## src/rtl/i2s_pkg.sv

```systemverilog
// Shared I2S definitions: default sample width, frame length, sample type
// and the bit-slot wrap helper used by the transmitter.
package i2s_pkg;

  localparam int DEFAULT_SAMPLE_DEPTH = 16;
  localparam int FRAME_BITS = 2 * DEFAULT_SAMPLE_DEPTH;

  typedef logic signed [DEFAULT_SAMPLE_DEPTH-1:0] sample_t;

  function automatic int unsigned next_slot(input int unsigned cnt,
                                            input int unsigned frame_bits);
    return (cnt + 1 >= frame_bits) ? 0 : cnt + 1;
  endfunction

endpackage

```

## src/rtl/i2s_tx_if.sv

```systemverilog
// Sample-pair valid/ready handshake into the I2S transmitter.
interface i2s_tx_if
  import i2s_pkg::*;
#(
  parameter int SAMPLE_DEPTH = DEFAULT_SAMPLE_DEPTH
);

  logic [SAMPLE_DEPTH-1:0] tx_data_l;
  logic [SAMPLE_DEPTH-1:0] tx_data_r;
  logic                    tx_data_valid;
  logic                    tx_data_ready;

  modport master (
    output tx_data_l,
    output tx_data_r,
    output tx_data_valid,
    input  tx_data_ready
  );

  modport slave (
    input  tx_data_l,
    input  tx_data_r,
    input  tx_data_valid,
    output tx_data_ready
  );

endinterface

```

## src/rtl/i2s_clkgen.sv

```systemverilog
// Bit-clock generator: divides mclk into a 50% duty bclk and exposes the
// mclk-cycle strobes that precede each bclk edge.
module i2s_clkgen #(
  parameter int BCLK_DIV = 4
) (
  input  logic mclk,
  input  logic reset_n,
  output logic bclk,
  output logic fall_evt,
  output logic rise_evt
);

  localparam int CW = (BCLK_DIV > 1) ? $clog2(BCLK_DIV) : 1;

  logic [CW-1:0] div_cnt;
  logic          term;

  assign term     = (div_cnt == CW'(BCLK_DIV - 1));
  assign fall_evt = term && bclk;
  assign rise_evt = term && !bclk;

  always_ff @(posedge mclk or negedge reset_n) begin
    if (!reset_n) begin
      div_cnt <= '0;
      bclk    <= 1'b0;
    end else if (term) begin
      div_cnt <= '0;
      bclk    <= !bclk;
    end else begin
      div_cnt <= div_cnt + 1'b1;
    end
  end

endmodule

```

## src/rtl/i2s_tx.sv

```systemverilog
// I2S master transmitter: single-entry holding register feeding a frame
// shifter that drives wclk/dout in step with the generated bclk.
module i2s_tx
  import i2s_pkg::*;
#(
  parameter int SAMPLE_DEPTH = DEFAULT_SAMPLE_DEPTH,
  parameter int BCLK_DIV     = 4
) (
  input  logic     mclk,
  input  logic     reset_n,
  i2s_tx_if.slave  tx,
  output logic     bclk,
  output logic     wclk,
  output logic     dout,
  output logic     underflow
);

  localparam int FB = 2 * SAMPLE_DEPTH;
  localparam int CW = $clog2(FB);

  logic                    fall_evt;
  logic                    rise_evt;
  logic [CW-1:0]           bit_cnt;
  logic [CW-1:0]           k;
  logic [FB-1:0]           shift;
  logic [SAMPLE_DEPTH-1:0] hold_l;
  logic [SAMPLE_DEPTH-1:0] hold_r;
  logic                    hold_full;
  logic                    hold_next;
  logic                    transfer;
  logic                    load;

  i2s_clkgen #(.BCLK_DIV(BCLK_DIV)) u_clkgen (
    .mclk     (mclk),
    .reset_n  (reset_n),
    .bclk     (bclk),
    .fall_evt (fall_evt),
    .rise_evt (rise_evt)
  );

  assign k         = CW'(next_slot(32'(bit_cnt), FB));
  assign load      = fall_evt && (k == CW'(1));
  assign transfer  = tx.tx_data_valid && tx.tx_data_ready;
  // A transfer in the same cycle as an empty-register load must survive it.
  assign hold_next = transfer ? 1'b1 : (load ? 1'b0 : hold_full);

  always_ff @(posedge mclk or negedge reset_n) begin
    if (!reset_n) begin
      bit_cnt   <= CW'(FB - 1);
      wclk      <= 1'b0;
      dout      <= 1'b0;
      shift     <= '0;
      underflow <= 1'b0;
    end else begin
      underflow <= 1'b0;
      if (fall_evt) begin
        bit_cnt <= k;
        wclk    <= (k < CW'(SAMPLE_DEPTH));
        if (k == CW'(1)) begin
          shift     <= hold_full ? {hold_l, hold_r} : '0;
          dout      <= hold_full && hold_l[SAMPLE_DEPTH-1];
          underflow <= !hold_full;
        end else begin
          shift <= {shift[FB-2:0], 1'b0};
          dout  <= shift[FB-2];
        end
      end
    end
  end

  always_ff @(posedge mclk or negedge reset_n) begin
    if (!reset_n) begin
      hold_full        <= 1'b0;
      hold_l           <= '0;
      hold_r           <= '0;
      tx.tx_data_ready <= 1'b0;
    end else begin
      hold_full        <= hold_next;
      tx.tx_data_ready <= !hold_next;
      if (transfer) begin
        hold_l <= tx.tx_data_l;
        hold_r <= tx.tx_data_r;
      end
    end
  end

  // Both strobes derive from one terminal count, so they never coincide.
  assert property (@(posedge mclk) disable iff (!reset_n) !(fall_evt && rise_evt));

endmodule

```

## src/flat_wrapper.sv

```systemverilog
// flat-port wrapper written by rule: the top's interface ports become plain ports
module i2s_tx_flat import i2s_pkg::*;
#(
  parameter int SAMPLE_DEPTH = DEFAULT_SAMPLE_DEPTH,
  parameter int BCLK_DIV     = 4
)
  (mclk, reset_n, bclk, wclk, dout, underflow, tx_tx_data_l, tx_tx_data_r, tx_tx_data_valid, tx_tx_data_ready);
  i2s_tx_if #(.SAMPLE_DEPTH(SAMPLE_DEPTH)) tx_i ();
  input  logic mclk;
  input  logic reset_n;
  output logic bclk;
  output logic wclk;
  output logic dout;
  output logic underflow;
  input wire logic [$bits(tx_i.tx_data_l)-1:0] tx_tx_data_l;
  input wire logic [$bits(tx_i.tx_data_r)-1:0] tx_tx_data_r;
  input wire logic [$bits(tx_i.tx_data_valid)-1:0] tx_tx_data_valid;
  output wire logic [$bits(tx_i.tx_data_ready)-1:0] tx_tx_data_ready;
  assign tx_i.tx_data_l = tx_tx_data_l;
  assign tx_i.tx_data_r = tx_tx_data_r;
  assign tx_i.tx_data_valid = tx_tx_data_valid;
  assign tx_tx_data_ready = tx_i.tx_data_ready;
  i2s_tx #(.SAMPLE_DEPTH(SAMPLE_DEPTH), .BCLK_DIV(BCLK_DIV)) u_core (.mclk(mclk), .reset_n(reset_n), .tx(tx_i), .bclk(bclk), .wclk(wclk), .dout(dout), .underflow(underflow));
endmodule
```

## config.mk

```make
export PLATFORM = sky130hd
export DESIGN_NAME = i2s_tx_flat
export DESIGN_NICKNAME = d
export VERILOG_FILES = /design/src/rtl/i2s_pkg.sv /design/src/rtl/i2s_tx_if.sv /design/src/rtl/i2s_clkgen.sv /design/src/rtl/i2s_tx.sv /design/src/flat_wrapper.sv
export SDC_FILE = /design/constraint.sdc
export NUM_CORES = 1
export LEC_CHECK = 0
export BUFFER_PORTS_ARGS = -buffer_cell sky130_fd_sc_hd__buf_4
export CORE_UTILIZATION = 60
export CTS_CLUSTER_DIAMETER = 120
export DETAILED_ROUTE_END_ITERATION = 10
export GPL_TIMING_DRIVEN = 0
export PLACE_DENSITY = 0.92
export SYNTH_ARGS = -nofsm -noshare
export SYNTH_HDL_FRONTEND = slang
export SYNTH_SLANG_ARGS = --single-unit
```

## constraint.sdc

```tcl
create_clock -name mclk -period 3.5 [get_ports mclk]
set_input_delay 0.175 -clock mclk [delete_from_list [all_inputs] [get_ports mclk]]
set_output_delay 0.175 -clock mclk [all_outputs]
set_load 0.03 [all_outputs]
```

==> flow_metrics.env <==
export IMPL_irDropWorstVdd_mv=0.4621
export IMPL_hpwl_um=3857
export IMPL_synth_common_cells="dfrtp_1, and2_1, mux2_2, a221o_1, nand2_1"
export IMPL_synth_edf_count=0
export IMPL_hp_class="input pin to flop"
export IMPL_power_w=0.002096
export IMPL_clk_pin_slew_worst_paths_ns=0.09
export IMPL_n_antenna_cell=0
export IMPL_cts_max_level=3
export IMPL_p_per_area_nw_per_um2=557.2
export IMPL_arrival_ns=2.27
export IMPL_num_vias=1988
export IMPL_slew_headroom=0.3980
export IMPL_ys_warn_count=0
export IMPL_routed_wl_um=5989
export IMPL_ff2ff_setup_slack_ns=1.51
export IMPL_worstPathRequired_ns=3.78
export IMPL_die_width_um=74.31
export IMPL_rows=25
export IMPL_crit_path_end_kind="flop"
export IMPL_tightest_slew_ns=0.9030
export IMPL_path_class="flop to flop"
export IMPL_synth_area_top_cells="dfrtp_1, mux2_2, a221o_1"
export IMPL_hold_depth=2
export IMPL_ant_nets=0
export IMPL_fp_coreArea_um2=4880
export IMPL_layout_drive_gt1_share=0.3714
export IMPL_async_reset_ff_frac=1.000
export IMPL_p_leak_nw=1.745
export IMPL_drc=0
export IMPL_syn_inst=224
export IMPL_synth_area_um2=3137
export IMPL_firstDrtPassIters=4
export IMPL_clockBufferDepth=2
export IMPL_ctsResizeCount=0
export IMPL_crit_fanout=10
export IMPL_setup_viol=0
export IMPL_wl_per_cell_um=17.26
export IMPL_grt_first_pass_wirelength_um=9846
export IMPL_yosys_area_top_type_share=0.5664
export IMPL_period_needed_ns=1.985
export IMPL_start_kind="flop"
export IMPL_cts_made_buffers=9
export IMPL_grtUsageTotal=0.2477
export IMPL_register_area_um2=1908
export IMPL_hold_viol=0
export IMPL_dieArea_um2=5521
export IMPL_grt_antenna_before_repair=0
export IMPL_fin_nets=312
export IMPL_rsz0062_at_grt="no"
export IMPL_status="completed"
export IMPL_grt_start_max_net_pins=77
export IMPL_cts_sinks=76
export IMPL_synth_cell_types=26
export IMPL_grt_pass1_vias=2150
export IMPL_drt_initial_drc_count=135
export IMPL_clock_latency_ns=0.35
export IMPL_avgSynthCellArea_um2=14.00
export IMPL_port_buffers=39
export IMPL_setup_tns_final_ns=0
export IMPL_path_cells="ha_1 -> nor4_4 -> nand2_2 -> nor3_4 -> buf_6 -> a221o_1"
export IMPL_via_per_inst=5.729
export IMPL_multi_input_area_um2=1135
export IMPL_cts_tree="yes"
export IMPL_synth_seq_cells=76
export IMPL_grt_overflow=0
export IMPL_crit_path_max_incr_delay_ns=0.62
export IMPL_synth_net_count=261
export IMPL_ff2ff_path_depth=6
export IMPL_root_buffer="clkbuf_8"
export IMPL_fmax_ghz=0.5037
export IMPL_syn_to_final_growth_pct=19.94
export IMPL_yosysTopAreaCell="dfrtp_1"
export IMPL_fill_cells=313
export IMPL_ys_seq_area_frac=0.6083
export IMPL_ios=40
export IMPL_fin_skew_ns=0.01065
export IMPL_crit_slowest_cell="dfstp_2"
export IMPL_maxCapViolCount=0
export IMPL_ys_flop_type="dfrtp_1"
export IMPL_final_max_slew_viol_count=0
export IMPL_die_y_um=74.31
export IMPL_start_util=0.6428
export IMPL_fin_crit_sh=0.5672
export IMPL_routabilityCongestion=0.7595
export IMPL_synth_most_common_cell="dfrtp_1"
## cell type report
class                      count  area share
sequential                    76      0.5071
tap                           67     0.02228
clock buffer                   9     0.03292
clock inverter                 7     0.03060
buffer                        13     0.02494
multi-input combinational    135      0.3016
timing repair buffer          40     0.08048
## metrics by stage
step	instance area, um^2	hold WS, ns	setup slack, ns	utilization	instances
global route	3762	0.04795	1.403	0.7710	347
finish	3762	0.05006	1.515	0.7710	347
detailed placement	3513	0.3676	1.531	0.7200	330
global placement	3513	0.3592	1.614	0.7200	330
CTS	3762	0.04235	1.500	0.7710	347
floorplan	3137	-0.1206	1.715	-	224
## kinds of logic (layout without fill, tap and decap cells)
family                     Yosys count  count (layout)  share of synthesized area
AOI/OAI and AO/OA                   43              43                     0.1205
xor gates and xnor gates             4               4                    0.01117
adders and majority gates            2               2                   0.007976
buffers and inverters               13              69                    0.02992
DFF                                 76              76                     0.6083
muxes                               32              32                     0.1149
and+or+nand+nor                     54              54                     0.1073
## power breakdown
part | internal [W] | leakage [nW] | switching (W) | total (W)
Sequential | 0.00102 | 0.959 | 0.0000789 | 0.00109
Combinational | 0.000131 | 0.672 | 0.0000675 | 0.000199
Clock | 0.000471 | 0.115 | 0.000333 | 0.000803
## placed cells by master (no fill, tap or decap), types with 2 or more instances in the layout
cell type   synthesis  layout
bufinv_16           0       3
a221o_1            30      30
dfstp_2             5       5
buf_6               6       6
clkbuf_8            0       9
clkinvlp_4          0       2
nand2_1             9       9
clkinv_2            0       2
ha_1                2       2
o21ai_0             8       8
nand3_1             2       2
xnor2_1             3       3
mux2_2             32      32
a21oi_1             2       2
buf_4               0      39
clkbuf_1            7       7
dfrtp_1            71      71
and2_1             34      34
## timing repair
item,CTS,global route
hold endpoints to repair,63,0
buffers inserted,0,0
hold buffers,1,0
## metal layers
metal,vias up,share of wire,global-route usage
li1,926,-,-
met1,984,0.43,0.3290
met2,66,0.50,0.3899
met3,12,0.047,0.05149
met4,0,0.020,0.1279
met5,-,0,0
## critical path: cells and delay by family, from the launching register on
family | cells | cell delay [ns]
flip-flops | 1 | 0.62
AND/OR/NAND/NOR | 3 | 0.62
adder cells (fa/ha/maj) | 1 | 0.30
buffers and inverters | 1 | 0.19
AO/OA/AOI/OAI | 1 | 0.17
## flip-flops by register name, summed over array words and instances (netlist names)
name and flops:
u_core.hold_r 16, u_core.tx.tx_data_ready 1, u_core.u_clkgen.div_cnt 2, u_core.hold_l 16, u_core.bit_cnt 5, u_core.underflow 1
u_core.dout 1, u_core.u_clkgen.bclk 1, u_core.shift 31, u_core.hold_full 1, u_core.wclk 1
## final timing paths
path,end,startpoint
worst max register to register,u_core.shift[6],u_core.bit_cnt[0]
worst max-delay path,u_core.shift[6],u_core.bit_cnt[0]
max in group asynchronous,u_core.wclk,reset_n
worst min-delay path,u_core.hold_l[3],tx_tx_data_l[3]
worst min register to register,u_core.u_clkgen.div_cnt[0],u_core.u_clkgen.div_cnt[0]
min in group asynchronous,u_core.shift[16],reset_n
Power figures use the tool's default switching activity.
